**config.mk**
```make
export PLATFORM = sky130hd
export DESIGN_NAME = button_mode_ctrl
export DESIGN_NICKNAME = d
export VERILOG_FILES = /design/src/rtl/types_pkg.sv /design/src/rtl/btn_debounce.sv /design/src/rtl/button_mode_ctrl.sv
export SDC_FILE = /design/constraint.sdc
export NUM_CORES = 1
export LEC_CHECK = 0
export ABC_AREA = 1
export BUFFER_PORTS_ARGS = -buffer_cell sky130_fd_sc_hd__buf_2
export CAP_MARGIN = 5
export CORE_AREA = 2 2 131 133
export DETAILED_ROUTE_END_ITERATION = 12
export DIE_AREA = 0 0 133 135
export SYNTH_ARGS = -nofsm -noshare
export SYNTH_HDL_FRONTEND = slang
export SYNTH_SLANG_ARGS = --single-unit
```
**constraint.sdc**
```tcl
create_clock -name clk -period 1.52 [get_ports clk]
set_input_delay 0.228 -clock clk [delete_from_list [all_inputs] [get_ports clk]]
set_output_delay 0.228 -clock clk [all_outputs]
set_load 0.02 [all_outputs]
```
**src/rtl/types_pkg.sv**
```systemverilog
// Shared types for the board front end and the datapath it drives.
//   word_t      : 16-bit operand / switch word
//   opr_mode_t  : operating mode shown on SELECTOR
//   btn_idx_t   : bit positions within the {C,U,D,L,R} button vectors
package types_pkg;

  typedef logic [15:0] word_t;

  typedef enum logic [2:0] {
    RESET        = 3'd0,
    ADD          = 3'd1,
    SUB          = 3'd2,
    MUL          = 3'd3,
    COUNT_ONES   = 3'd4,
    LEADING_ONES = 3'd5
  } opr_mode_t;

  localparam int BTN_COUNT = 5;

  // Vectors are packed {C,U,D,L,R}, so C sits in the MSB.
  typedef enum logic [2:0] {
    BTN_C = 3'd4,
    BTN_U = 3'd3,
    BTN_D = 3'd2,
    BTN_L = 3'd1,
    BTN_R = 3'd0
  } btn_idx_t;

endpackage

```
**src/rtl/btn_debounce.sv**
```systemverilog
// One push-button channel: two-flop synchronizer, stability counter and
// rising-edge detect on the debounced level.
//   clk, rst_n : clock, async active-low reset
//   raw        : raw asynchronous button pin
//   db         : debounced level (registered)
//   rise       : one-cycle pulse when db goes 0->1
module btn_debounce #(
  parameter int DEBOUNCE_CYCLES = 100000
) (
  input  logic clk,
  input  logic rst_n,
  input  logic raw,
  output logic db,
  output logic rise
);

  localparam int CNT_W = $clog2(DEBOUNCE_CYCLES + 1);
  localparam logic [CNT_W-1:0] CNT_MAX = CNT_W'(DEBOUNCE_CYCLES - 1);

  logic [1:0]       sync;
  logic [CNT_W-1:0] cnt;
  logic             db_prev;
  logic             s;

  assign s = sync[1];

  always_ff @(posedge clk or negedge rst_n) begin
    if (!rst_n) begin
      sync    <= '0;
      cnt     <= '0;
      db      <= 1'b0;
      db_prev <= 1'b0;
    end else begin
      sync    <= {sync[0], raw};
      db_prev <= db;
      // Any return to the accepted level restarts the count, so only a
      // level held for DEBOUNCE_CYCLES consecutive cycles is taken. The
      // equality compare keeps cnt from ever wrapping.
      if (s == db) begin
        cnt <= '0;
      end else if (cnt == CNT_MAX) begin
        db  <= s;
        cnt <= '0;
      end else begin
        cnt <= cnt + CNT_W'(1);
      end
    end
  end

  assign rise = db & ~db_prev;

endmodule

```
**src/rtl/button_mode_ctrl.sv**
```systemverilog
// Board-side front end: debounces the five push-buttons, turns press edges
// into an operating mode and captures the slide switches as the operand.
//   clk, rst_n        : clock, async active-low reset
//   BTNC/U/D/L/R      : raw push-buttons
//   SW                : raw slide switches
//   SELECTOR, OPERAND : latched mode and operand, held until the next press
//   mode_chg          : one-cycle pulse when SELECTOR/OPERAND update
//   btn_db            : debounced levels {C,U,D,L,R}
module button_mode_ctrl
  import types_pkg::*;
#(
  parameter int DEBOUNCE_CYCLES = 100000
) (
  input  logic                 clk,
  input  logic                 rst_n,
  input  logic                 BTNC,
  input  logic                 BTNU,
  input  logic                 BTND,
  input  logic                 BTNL,
  input  logic                 BTNR,
  input  word_t                SW,
  output opr_mode_t            SELECTOR,
  output word_t                OPERAND,
  output logic                 mode_chg,
  output logic [BTN_COUNT-1:0] btn_db
);

  logic [BTN_COUNT-1:0] btn_raw;
  logic [BTN_COUNT-1:0] press;
  word_t                sw_s1, sw_s2;
  opr_mode_t            mode_nxt;
  logic                 upd;

  assign btn_raw = {BTNC, BTNU, BTND, BTNL, BTNR};

  for (genvar i = 0; i < BTN_COUNT; i++) begin : g_btn
    btn_debounce #(
      .DEBOUNCE_CYCLES(DEBOUNCE_CYCLES)
    ) u_db (
      .clk  (clk),
      .rst_n(rst_n),
      .raw  (btn_raw[i]),
      .db   (btn_db[i]),
      .rise (press[i])
    );
  end

  // Only edges count: a held button never re-triggers, but a new edge on a
  // lower-priority button while another is held still wins that cycle.
  always_comb begin
    upd      = |press;
    mode_nxt = SELECTOR;
    if      (press[BTN_C]) mode_nxt = MUL;
    else if (press[BTN_U]) mode_nxt = LEADING_ONES;
    else if (press[BTN_D]) mode_nxt = COUNT_ONES;
    else if (press[BTN_L]) mode_nxt = ADD;
    else if (press[BTN_R]) mode_nxt = SUB;
  end

  always_ff @(posedge clk or negedge rst_n) begin
    if (!rst_n) begin
      sw_s1    <= '0;
      sw_s2    <= '0;
      SELECTOR <= RESET;
      OPERAND  <= '0;
      mode_chg <= 1'b0;
    end else begin
      sw_s1    <= SW;
      sw_s2    <= sw_s1;
      mode_chg <= upd;
      if (upd) begin
        SELECTOR <= mode_nxt;
        OPERAND  <= sw_s2;
      end
    end
  end

endmodule
```
* Yosys cells after proc, flatten, opt, wreduce, memory -nomap -nowiden
Index checks and enable logic that the tools add are counted.
** Operators by class
- $add $sub $neg :: 5
- Reduce and logical (&&, ||, !) cells :: 8
- Bitwise gates (word level) :: 15
- Equality and inequality tests :: 10
- Mux-type cells :: 15
** Operators with widths (number)
- 2-to-1 mux 17 bit :: 10
- adder 17 x 1 -> 17 bit (second input constant) :: 5
- == test 17 bit (second input constant) :: 5
- 2-to-1 mux 3 bit :: 5
- AND reduction 2 bit :: 6
- NOT 1 bit :: 10
- bitwise AND 1 bit :: 5
- == test 1 bit :: 5
- nonzero test 5 bit :: 1
- OR reduction 5 bit :: 1
** Storage, ports and cells
- Bits in registers :: 157
- Output and inout bits :: 25
- Word-level logic and storage cells :: 78

* Logic depth before layout (Yosys ltp)
- Depth in word-level cells :: 7
- Mapped depth :: 9
- Depth with buffers taken out :: 9

* Modules after synthesis
Synthesis repeated with hierarchy kept, for this count alone.
** Second synthesis, totals
- Cell total of the unflattened synthesis :: 840
- Area total of the unflattened synthesis :: 7191.9 um^2
** Modules (own cells, without submodules)
- btn_debounce :: seq. area each 525.5 um^2, cells each 144, times used 5, area an instance 1107.3 um^2
- button_mode_ctrl :: seq. area each 1301.2 um^2, cells each 120, times used 1, area an instance 1655.3 um^2

* Worst setup path after synthesis
OpenSTA, ideal clock, no wires.
- Kind :: register -> register
- From :: register g_btn[1].u_db.cnt[0]
- To :: register g_btn[1].u_db.cnt[10]
- Setup time :: 0.120 ns
- Period minus slack after synthesis :: 1.371 ns
- Required time :: 1.400 ns
- Buffers on the path :: 1
- Slack :: 0.149 ns
- Stages on the path, launching flop included :: 10
- Arrival time :: 1.251 ns
- Path through :: dfrtp_1 ha_1 nand2_1 inv_1 nand2_1 nor2_1 nand2_1 nand2_1 buf_4 nor2_1
** On the way
- Longest elaborated chain between the ends :: 3
- Elaborated cells between the ends (all ways) :: 4
- Those cells by class :: add/sub (1); eq/ne (1); mux (2)
** Ends and longest elaborated chain
- start: declaration :: RTL line btn_debounce.sv:21 : logic [CNT_W-1:0] cnt;
- start signal: assignment :: RTL line btn_debounce.sv:45 : cnt <= cnt + CNT_W'(1);
- adder 17 x 1 -> 17 bit / == test 17 bit (equally long branches) :: RTL line btn_debounce.sv:45, btn_debounce.sv:41
- 2-to-1 mux 17 bit * :: RTL line btn_debounce.sv:41 : end else if (cnt == CNT_MAX) begin
- 2-to-1 mux 17 bit * :: RTL line btn_debounce.sv:39 : if (s == db) begin
Mark *: on every way between the ends. The rest lies on a longest branch, timed or not.
A chain may end at the register's enable or synchronous reset.

* Final worst setup path
- From :: register g_btn[4].u_db.cnt[0]
- To :: register g_btn[4].u_db.cnt[10]
** On the way
- Longest elaborated chain between the ends :: 3
- Elaborated cells between the ends (all ways) :: 4
- Those cells by class :: add/sub (1); eq/ne (1); mux (2)
** Ends and longest elaborated chain (RTL line)
- start: declaration :: btn_debounce.sv:21
- start signal: assignment :: btn_debounce.sv:45
- adder 17 x 1 -> 17 bit / == test 17 bit (equally long branches) :: btn_debounce.sv:45, btn_debounce.sv:41
- 2-to-1 mux 17 bit * :: btn_debounce.sv:41
- 2-to-1 mux 17 bit * :: btn_debounce.sv:39
Marks and branches as above.

==> flow_summary.ini <==
[hold_path]
timing.hold.worst.class = input port to asynchronous set/reset pin

[logic_synthesis]
ys_types = 25
ys.warnings.count = 0
synth-seq-area-share = 0.562
ys_seq_elements = 157
syn-instance-count = 852
synthesis.area_per_instance_um2 = 8.21
syn_area_mm2 = 0.00699
mappedNetlistNets = 880

[critical_path]
crit_path_end_kind = flip-flop
r2r_setup_slack_ns = 0.08
critPathLaunchType = flip-flop
timing.critical_path.fanout_max = 4
startpoint = g_btn[4].u_db.cnt[0]$_DFF_PN0_
reg2reg_to = g_btn[4].u_db.cnt[10]$_DFF_PN0_
crit_slowest_cell = sky130_fd_sc_hd__dfrtp_1
cp_cell_sequence = ha_2 > nand2_1 > nor2_1 > nand2_1 > nor2_2 > nand2_2 > nand2_2 > nor2_1
setup.worst_path.class = flip-flop to flip-flop
worst_r2r_path_depth = 8
worst-path-buf-inv = 0
cp_top_family = simple AND/OR/NAND/NOR gates
cp_data_arrival_time_ns = 1.75
peak_per_stage_delay_on_the_critical_path_ns = 0.39
origin_of_the_critical_flop_to_flop_path = g_btn[4].u_db.cnt[0]$_DFF_PN0_
worst-endpoint-required_ns = 1.83

[floorplanning]
floorplan.io_pins = 48
rows = 47
floorplan.initialDensity = 0.426
fp.dieArea_mm2 = 0.0180
die_y_extent_um = 135
core_region_area_mm2 = 0.0164
fp.dieW_um = 133

[route]
drt-total-wl_mm = 14.5
detailroute.via_count = 5452
drc = 0
antenna_violating_nets_post_route = 0
drt-pass1-iter-count = 5
drtIter0Drc = 281
wl_per_cell_um = 12.2
detail_route.vias_per_cell = 4.59

[timing]
worst_pin_slew_ns = 0.422
layout_setup_ws_ns = 0.0836
grt_setup_unrepaired = yes
maximum_clock_rate_ghz = 0.696
post-route-period-util = 0.945
timing.final.setup_violations = 0
period_needed_ns = 1.44
report.final.hold_viol_count = 0
timing.max_slew.rel_slack = 0.718
worst_clock_skew_ns = 0.00661
finalMaxSlewViolations = 0

[pwr]
power_per_cell_area_mw_per_mm2 = 1040
static-leakage-power_nw = 4.05
totalPowerFinal_mw = 8.93
max-vdd-ir-drop_mv = 0.848

[clock_tree]
cts_htree_levels = 4
numCtsBuffers = 17
clk_pin_slew_worst_paths_ns = 0.07
cts_tree = yes
cell_chosen_for_the_clock_root = sky130_fd_sc_hd__clkbuf_16
clock_sink_count = 157
clock_latency_ns = 0.42
cts_max_path_buffers = 2

[global_route]
grt_first_pass_wirelength_mm = 24.9
global_route.overflow_total = 0
antenna_found_initial = 0
first_global_vias = 5218
total_global_routing_track_utilization = 0.175
grt_max_degree = 57

[placed_design]
placedInstanceArea_mm2 = 0.00763
place_worst_setup_slack_ns = 0.0138
io_buffers = 47
finalWeightedCongestion = 0.833
dpl.hpwl_mm = 10.2

[cells_and_area]
fraction_of_final_layout_cells_sized_beyond_drive_strength_1 = 0.140
layout.nets = 983
finalInstanceArea_mm2 = 0.00859
num_antenna_cells = 0
layout.cells.most_common = sky130_fd_sc_hd__nand2_1
area_delta_synth_final_pct = 22.8
fin_util = 0.523
final_cell_mix = 219 x sky130_fd_sc_hd__nand2_1, 189 x sky130_fd_sc_hd__nor2_1, 157 x sky130_fd_sc_hd__dfrtp_1

[status]
result_of_the_run = complete, no violations

[run]
max_cap_violations = 0
## worst max-delay path by stage
stage | to | slack, ns | depth (start not counted)
final | g_btn[4].u_db.cnt[10]$_DFF_PN0_ | 0.08 | 8
after floorplan | g_btn[1].u_db.cnt[10]$_DFF_PN0_ | 0.15 | 9
after detailed placement | g_btn[4].u_db.cnt[10]$_DFF_PN0_ | 0.01 | 8
after global routing | g_btn[3].u_db.cnt[3]$_DFF_PN0_ | -0.007 | 9
after global placement | g_btn[0].u_db.cnt[12]$_DFF_PN0_ | 0.03 | 8
after CTS | g_btn[4].u_db.cnt[10]$_DFF_PN0_ | 0.006 | 8
## routing by layer
layer	GRT usage	wire length (um)	vias to the layer above
met5	0	0	-
met4	0.0579	191	0
met3	0.0435	470	21
met2	0.279	6820	72
met1	0.236	7040	2512
li1	-	-	2847
## area by class of cell
class                           count  area [um2]
Fill cell                        1509        7820
Inverter                           95         357
Tap cell                          220         275
Clock buffer                       19         443
Timing Repair Buffer               94         717
Multi-Input combinational cell    590        2710
Sequential cell                   157        3930
Clock inverter                     13         153
## worst register-to-register path, cell delays in order (launching register included)
cell and delay [ns]:
sky130_fd_sc_hd__dfrtp_1 0.39, sky130_fd_sc_hd__ha_2 0.21, sky130_fd_sc_hd__nand2_1 0.07, sky130_fd_sc_hd__nor2_1 0.13
sky130_fd_sc_hd__nand2_1 0.10, sky130_fd_sc_hd__nor2_2 0.15, sky130_fd_sc_hd__nand2_2 0.11, sky130_fd_sc_hd__nand2_2 0.13
sky130_fd_sc_hd__nor2_1 0.06
## flip-flops by register name, indices dropped and copies added, names as in the netlist
register / count
OPERAND: 16
SELECTOR: 3
g_btn.u_db.cnt: 85
g_btn.u_db.db: 5
g_btn.u_db.db_prev: 5
g_btn.u_db.sync: 10
mode_chg: 1
sw_s1: 16
sw_s2: 16
## per-stage QoR
stage / TNS (ns) / hold WS (ns) / std cells
after floorplan: 0 / -0.0676 / 852
after global placement: 0 / 0.139 / 1129
after detailed placement: 0 / 0.134 / 1129
after CTS: 0 / 0.255 / 1183
after global routing: -0.0405 / 0.272 / 1188
final: 0 / 0.256 / 1188
## kinds of logic after synthesis
| logic type | share of synthesized area |
|---|---|
| AO/OA/AOI/OAI | 0.0256 |
| XOR/XNOR | 0.0351 |
| adder cells (fa/ha/maj) | 0.00895 |
| buffers and inverters | 0.0626 |
| flip-flops | 0.562 |
| AND/OR/NAND/NOR | 0.306 |
## Yosys cell counts (all sizes together)
master  instances  area, um2
nand2         235        897
nor2          198        748
dfrtp         157       3930
inv            95        357
nand3          56        280
xor2           24        210
o21ai          16       80.1
nand4          15       93.8
nor3           14       81.3
a21oi          11       55.1
buf            11       81.3
ha              5       62.6
nand3b          4       30.0
o21bai          4       30.0
xnor2           4       35.0
nor3b           1       7.51
o22ai           1       6.26
o31ai           1       7.51
## repair_timing
action                                 CTS  global route
setup endpoints to repair                0            54
hold buffers                            22             0
endpoints found under the hold margin   73             0
buffers inserted                         0             3
resized for setup                        0            29
## power by group
group	internal [mW]	total [mW]	switching, mW
clock	2.51	4.30	1.79
sequential	4.27	4.32	0.0494
combinational	0.140	0.324	0.184
total	6.91	8.93	2.02
(Power assumes the default switching activity.)
